<file path="config.mk">
export PLATFORM = sky130hd
export DESIGN_NAME = cacheline_adaptor_flat
export DESIGN_NICKNAME = d
export VERILOG_FILES = /design/src/rtl/cacheline_adaptor_if.sv /design/src/rtl/cacheline_adaptor.sv /design/src/flat_wrapper.sv
export SDC_FILE = /design/constraint.sdc
export NUM_CORES = 1
export LEC_CHECK = 0
export ABC_AREA = 0
export CAP_MARGIN = 20
export CELL_PAD_IN_SITES_DETAIL_PLACEMENT = 0
export CELL_PAD_IN_SITES_GLOBAL_PLACEMENT = 1
export CORE_AREA = 5 5 277 279
export CTS_BUF_LIST = sky130_fd_sc_hd__clkbuf_2 sky130_fd_sc_hd__clkbuf_4 sky130_fd_sc_hd__clkbuf_8
export CTS_CLUSTER_DIAMETER = 200
export DETAILED_ROUTE_END_ITERATION = 7
export DIE_AREA = 0 0 282 284
export HOLD_SLACK_MARGIN = 0.05
export PLACE_DENSITY = 0.72
export SLEW_MARGIN = 10
export SYNTH_ARGS = -nofsm -noshare
export SYNTH_HDL_FRONTEND = slang
export SYNTH_SLANG_ARGS = --single-unit
</file>
<file path="constraint.sdc">
create_clock -name clk -period 2.1 [get_ports clk]
set_input_delay 0.315 -clock clk [delete_from_list [all_inputs] [get_ports clk]]
set_output_delay 0.315 -clock clk [all_outputs]
set_load 0.05 [all_outputs]
</file>
<file path="src/rtl/cacheline_adaptor_if.sv">
// Line-side and burst-side signal bundle for cacheline_adaptor.
// Handshake semantics: line_read/line_write are held by the arbiter until line_resp
// pulses for one cycle; burst_read/burst_write are held by the adaptor, and memory
// moves one beat on every cycle it drives burst_resp high.
interface cacheline_adaptor_if #(
  parameter int ADDR_WIDTH = 32,
  parameter int LINE_WIDTH = 256,
  parameter int BEAT_WIDTH = 64
);
  logic [ADDR_WIDTH-1:0] line_address;
  logic                  line_read;
  logic                  line_write;
  logic [LINE_WIDTH-1:0] line_wdata;
  logic                  line_resp;
  logic [LINE_WIDTH-1:0] line_rdata;
  logic [ADDR_WIDTH-1:0] burst_address;
  logic                  burst_read;
  logic                  burst_write;
  logic [BEAT_WIDTH-1:0] burst_wdata;
  logic [BEAT_WIDTH-1:0] burst_rdata;
  logic                  burst_resp;

  modport slave (
    input  line_address, line_read, line_write, line_wdata, burst_rdata, burst_resp,
    output line_resp, line_rdata, burst_address, burst_read, burst_write, burst_wdata
  );

  modport master (
    output line_address, line_read, line_write, line_wdata, burst_rdata, burst_resp,
    input  line_resp, line_rdata, burst_address, burst_read, burst_write, burst_wdata
  );
endinterface

</file>
<file path="src/rtl/cacheline_adaptor.sv">
// Converts one cacheline read/write into a multi-beat burst to physical memory.
// Reads are assembled into a line buffer; writes are latched and streamed out.
module cacheline_adaptor #(
  parameter int ADDR_WIDTH = 32,
  parameter int LINE_WIDTH = 256,
  parameter int BEAT_WIDTH = 64
) (
  input  logic              clk,
  input  logic              rst,
  cacheline_adaptor_if.slave bus,
  output logic [1:0]        state_o
);
  localparam int BEATS = LINE_WIDTH / BEAT_WIDTH;
  localparam int CNT_W = $clog2(BEATS);
  localparam int OFF_W = $clog2(LINE_WIDTH / 8);
  localparam logic [CNT_W-1:0] LAST_BEAT = CNT_W'(BEATS - 1);

  typedef enum logic [1:0] {IDLE, RD_BURST, WR_BURST, RESP} state_e;

  state_e                           state_q;
  logic [CNT_W-1:0]                 cnt_q;
  logic [CNT_W-1:0]                 cnt_d;
  logic [ADDR_WIDTH-1:0]            addr_q;
  logic [ADDR_WIDTH-1:0]            addr_d;
  logic [BEATS-1:0][BEAT_WIDTH-1:0] wbuf_q;
  logic [BEATS-1:0][BEAT_WIDTH-1:0] rbuf_q;
  logic                             rd_q;
  logic                             wr_q;
  logic                             resp_q;

  assign addr_d = {bus.line_address[ADDR_WIDTH-1:OFF_W], {OFF_W{1'b0}}};
  assign cnt_d  = cnt_q + 1'b1;

  always_ff @(posedge clk) begin
    if (rst) begin
      state_q <= IDLE;
      cnt_q   <= '0;
      addr_q  <= '0;
      wbuf_q  <= '0;
      rbuf_q  <= '0;
      rd_q    <= 1'b0;
      wr_q    <= 1'b0;
      resp_q  <= 1'b0;
    end else begin
      case (state_q)
        IDLE: begin
          // Read has priority; a simultaneous write is dropped.
          if (bus.line_read) begin
            addr_q  <= addr_d;
            cnt_q   <= '0;
            rd_q    <= 1'b1;
            state_q <= RD_BURST;
          end else if (bus.line_write) begin
            addr_q  <= addr_d;
            wbuf_q  <= bus.line_wdata;
            cnt_q   <= '0;
            wr_q    <= 1'b1;
            state_q <= WR_BURST;
          end
        end
        RD_BURST: begin
          if (bus.burst_resp) begin
            rbuf_q[cnt_q] <= bus.burst_rdata;
            cnt_q         <= cnt_d;
            if (cnt_q == LAST_BEAT) begin
              rd_q    <= 1'b0;
              resp_q  <= 1'b1;
              state_q <= RESP;
            end
          end
        end
        WR_BURST: begin
          if (bus.burst_resp) begin
            cnt_q <= cnt_d;
            if (cnt_q == LAST_BEAT) begin
              wr_q    <= 1'b0;
              resp_q  <= 1'b1;
              state_q <= RESP;
            end
          end
        end
        RESP: begin
          resp_q  <= 1'b0;
          state_q <= IDLE;
        end
        default: state_q <= IDLE;
      endcase
    end
  end

  assign bus.line_resp     = resp_q;
  assign bus.line_rdata    = rbuf_q;
  assign bus.burst_address = addr_q;
  assign bus.burst_read    = rd_q;
  assign bus.burst_write   = wr_q;
  assign bus.burst_wdata   = wbuf_q[cnt_q];
  assign state_o           = state_q;
endmodule

</file>
<file path="src/flat_wrapper.sv">
// flat-port wrapper written by rule: the top's interface ports become plain ports
module cacheline_adaptor_flat 
#(
  parameter int ADDR_WIDTH = 32,
  parameter int LINE_WIDTH = 256,
  parameter int BEAT_WIDTH = 64
)
  (clk, rst, state_o, bus_line_address, bus_line_read, bus_line_write, bus_line_wdata, bus_burst_rdata, bus_burst_resp, bus_line_resp, bus_line_rdata, bus_burst_address, bus_burst_read, bus_burst_write, bus_burst_wdata);
  cacheline_adaptor_if #(.ADDR_WIDTH(ADDR_WIDTH), .LINE_WIDTH(LINE_WIDTH), .BEAT_WIDTH(BEAT_WIDTH)) bus_i ();
  input  logic clk;
  input  logic rst;
  output logic [1:0] state_o;
  input wire logic [$bits(bus_i.line_address)-1:0] bus_line_address;
  input wire logic [$bits(bus_i.line_read)-1:0] bus_line_read;
  input wire logic [$bits(bus_i.line_write)-1:0] bus_line_write;
  input wire logic [$bits(bus_i.line_wdata)-1:0] bus_line_wdata;
  input wire logic [$bits(bus_i.burst_rdata)-1:0] bus_burst_rdata;
  input wire logic [$bits(bus_i.burst_resp)-1:0] bus_burst_resp;
  output wire logic [$bits(bus_i.line_resp)-1:0] bus_line_resp;
  output wire logic [$bits(bus_i.line_rdata)-1:0] bus_line_rdata;
  output wire logic [$bits(bus_i.burst_address)-1:0] bus_burst_address;
  output wire logic [$bits(bus_i.burst_read)-1:0] bus_burst_read;
  output wire logic [$bits(bus_i.burst_write)-1:0] bus_burst_write;
  output wire logic [$bits(bus_i.burst_wdata)-1:0] bus_burst_wdata;
  assign bus_i.line_address = bus_line_address;
  assign bus_i.line_read = bus_line_read;
  assign bus_i.line_write = bus_line_write;
  assign bus_i.line_wdata = bus_line_wdata;
  assign bus_i.burst_rdata = bus_burst_rdata;
  assign bus_i.burst_resp = bus_burst_resp;
  assign bus_line_resp = bus_i.line_resp;
  assign bus_line_rdata = bus_i.line_rdata;
  assign bus_burst_address = bus_i.burst_address;
  assign bus_burst_read = bus_i.burst_read;
  assign bus_burst_write = bus_i.burst_write;
  assign bus_burst_wdata = bus_i.burst_wdata;
  cacheline_adaptor #(.ADDR_WIDTH(ADDR_WIDTH), .LINE_WIDTH(LINE_WIDTH), .BEAT_WIDTH(BEAT_WIDTH)) u_core (.clk(clk), .rst(rst), .bus(bus_i), .state_o(state_o));
endmodule
</file>
==> impl_metrics.csv <==
group,metric,value,unit
finish,area_delta_synth_final,52.73,%
yosys,synthCells,2491,
grt,grt_overflow,0,
clock_tree,clk_path_buf_depth,3,
grt,antenna_found_initial,13,
timing,fmax,416.3,MHz
yosys,synth_edf_count,0,
clock_tree,cts_tree,"done",
die,die_w,282,microns
timing,rsz0062_at_grt,"yes",
worst_setup_path,cp.required,1.78,ns
timing,min_period_over_period,114.4,%
worst_setup_path,slowest_delay,0.58,ns
routing,routed_via_density,4.576,
routing,drt_iter0_markers,1034,
worst_setup_path,worstPathMaxFanout,8,
yosys,syn_area,0.02068,sq mm
die,fp.dieH,284,microns
routing,wl_per_cell,19.14,microns
die,io_pins,714,
timing,setup_slack,-0.3023,ns
grt,grt_max_degree,65,
yosys,synthArstFlopShare,0,%
die,rows,100,
yosys,ys_ff_latch,546,
timing,worst_slew_pin_slew,0.6218,ns
clock_tree,clock_latency,0.69,ns
timing,min_period,2.402,ns
timing,slew_headroom,58.71,%
yosys,syn_avg_cell_area,8.300,sq um
routing,drtAntennaViolNets,0,
timing,finalSetupViolations,64,
routing,firstDrtPassIters,5,
worst_setup_path,critical_path_class,"reg2out",
pwr,finalPower,31.50,mW
finish,finalNetCount,3605,
worst_setup_path,path_cells,"buf_12 > buf_12 > mux4_2 > buf_6",
clock_tree,clock_sinks,546,
status,failed_checks,"negative setup slack",
die,floorplan.initialDensity,27.96,%
clock_tree,numCtsBuffers,99,
place,hpwl,60670,microns
finish,drive_above_1_share,14.21,%
yosys,synthDistinctLibCells,36,
worst_setup_path,startpoint_type,"register",
worst_setup_path,rr_worst_depth,7,
worst_hold_path,min_path_cells,3,
finish,fin_util,42.71,%
clock_tree,clock_tree.root_cell,"clkbuf_8",
timing,fin_tns_setup,-15.50,ns
place,place_ws,0.1371,ns
yosys,yosysSeqAreaShare,52.87,%
routing,vias,19640,
clock_tree,cts.htree.levels,3,
worst_hold_path,hp-class,"in2reg",
clock_tree,clkTransAtPathRegs,0.05,ns
worst_setup_path,crit_arrival,2.09,ns
die,die_area,0.08009,sq mm
grt,grt_pass1_wl,121200,microns
worst_setup_path,cp_common_cell,"buf_12",
routing,routed_wl,82160,microns
yosys,synth_flop_cell,"dfxtp_1",
grt,track_usage,19.54,%
worst_setup_path,slowest_stage,"mux4_2",
status,status,"finished, violations left",
worst_setup_path,reg2reg_slack,0.26,ns
pwr,p_leak,12.62,nW
grt,grt_pass1_vias,19500,
pwr,power.density,997.5,mW/mm^2
pwr,ir_drop,0.6259,mV
routing,remaining_drc_errors,0,
timing,slew_violations,0,
timing,final-hold-violation-count,0,
yosys,yosysWarnings,0,
worst_setup_path,cp-end-kind,"primary output",
finish,fillers,7559,
timing,fin_skew,0.03295,ns
place,portBuffers,703,
die,core-area,0.07395,sq mm
place,gp_congestion,0.8096,
flow_run,maxCapViolations,0,
cells in the mapped netlist (2+ instances only):
cell	number	area, sq um
nor2_1	2	7.510
ha_1	12	150.1
buf_2	84	420.4
o21ai_0	3	15.01
mux4_2	64	1441
buf_6	23	259.0
o21a_1	2	15.01
buf_1	5	18.77
a21oi_1	543	2718
nand2b_1	3	18.77
nand2_1	1080	4054
inv_1	8	30.03
nand3_1	5	25.02
clkbuf_1	72	270.3
buf_4	14	105.1
and3_1	6	37.54
dfxtp_1	546	10930
flip-flops by register name (all words and copies together) (netlist names):
signal,cells
u_core.state_o,2
u_core.bus.burst_read,1
u_core.cnt_q,2
u_core.wbuf_q,256
u_core.bus.burst_write,1
u_core.bus.line_resp,1
u_core.bus.line_rdata,256
u_core.bus.burst_address,27
path summary, 6_finish.rpt:
kind                                           startpoint                            to
worst min-delay path                 bus_line_address[23]  u_core.bus.burst_address[23]
worst max-delay path                      u_core.cnt_q[0]           bus_burst_wdata[51]
worst max register to register          u_core.state_o[0]             u_core.wbuf_q[77]
worst min register to register  u_core.bus.line_rdata[69]     u_core.bus.line_rdata[69]
final cells by class:
type	instances	area, sq um	area share (%)
Inverter	8	30.03	0.09509
Clock buffer	154	1926	6.098
Timing Repair Buffer	839	8511	26.95
Clock inverter	26	261.5	0.8281
Multi-Input combinational cell	1742	8681	27.49
Antenna cell	8	20.02	0.06339
Sequential cell	546	10940	34.64
Tap cell	969	1212	3.839
repair_timing:
item | in CTS | in global routing
gates cloned | 2 | 0
hold buffers | 1 | 0
endpoints found under the setup margin | 340 | 64
pin swaps | 0 | 0
buffers inserted | 12 | 0
hold endpoints to repair | 35 | 0
resized for setup | 346 | 0
cell families after synthesis:
kind of cell	synth area share [%]
AO/OA/AOI/OAI	13.67
adder cells (fa/ha/maj)	0.7262
buffers and inverters	5.362
flip-flops	52.87
multiplexers	7.026
other	0.01814
AND/OR/NAND/NOR	20.33
layer usage:
metal	vias up	share of wire (%)	global-route usage (%)
li1	9705	-	-
met1	9107	40	22.95
met2	675	48	32.79
met3	151	8.3	6.211
met4	4	3.8	8.360
met5	-	0.033	0
layout by cell type (no fill, tap or decap), drive strengths merged, types with 2 or more instances in the layout:
cell type / n
nand2: 1080
dfxtp: 546
a21oi: 543
clkdlybuf4s50: 350
dlygate4sd2: 276
buf: 212
clkbuf: 154
mux4: 64
clkinv: 19
ha: 12
inv: 12
diode: 8
and3: 6
conb: 5
nand3: 5
o21ai: 4
nand2b: 3
bufinv: 3
o21a: 2
nor2: 2
worst max-delay path: cells and delay by family (launching register included):
kind	cells	cell delay, ns
buf+inv	3	0.47
flops	1	0.37
mux	1	0.58
power breakdown:
group | internal [mW] | switching (mW)
Clock | 6.25 | 4.71
Combinational | 3.51 | 5.40
Sequential | 11.2 | 0.431
Total | 21.0 | 10.5
stage by stage:
step | instance area, sq um | instances | hold WS, ns
2_1_floorplan | 20690 | 2495 | 0.4331
3_3_place_gp | 29290 | 4090 | 0.4390
3_5_place_dp | 29290 | 4090 | 0.4438
4_1_cts | 31560 | 4284 | 0.06573
5_1_grt | 31580 | 4292 | 0.1100
6_report | 31580 | 4292 | 0.1698
No activity file was read; power rests on OpenSTA's default activity.
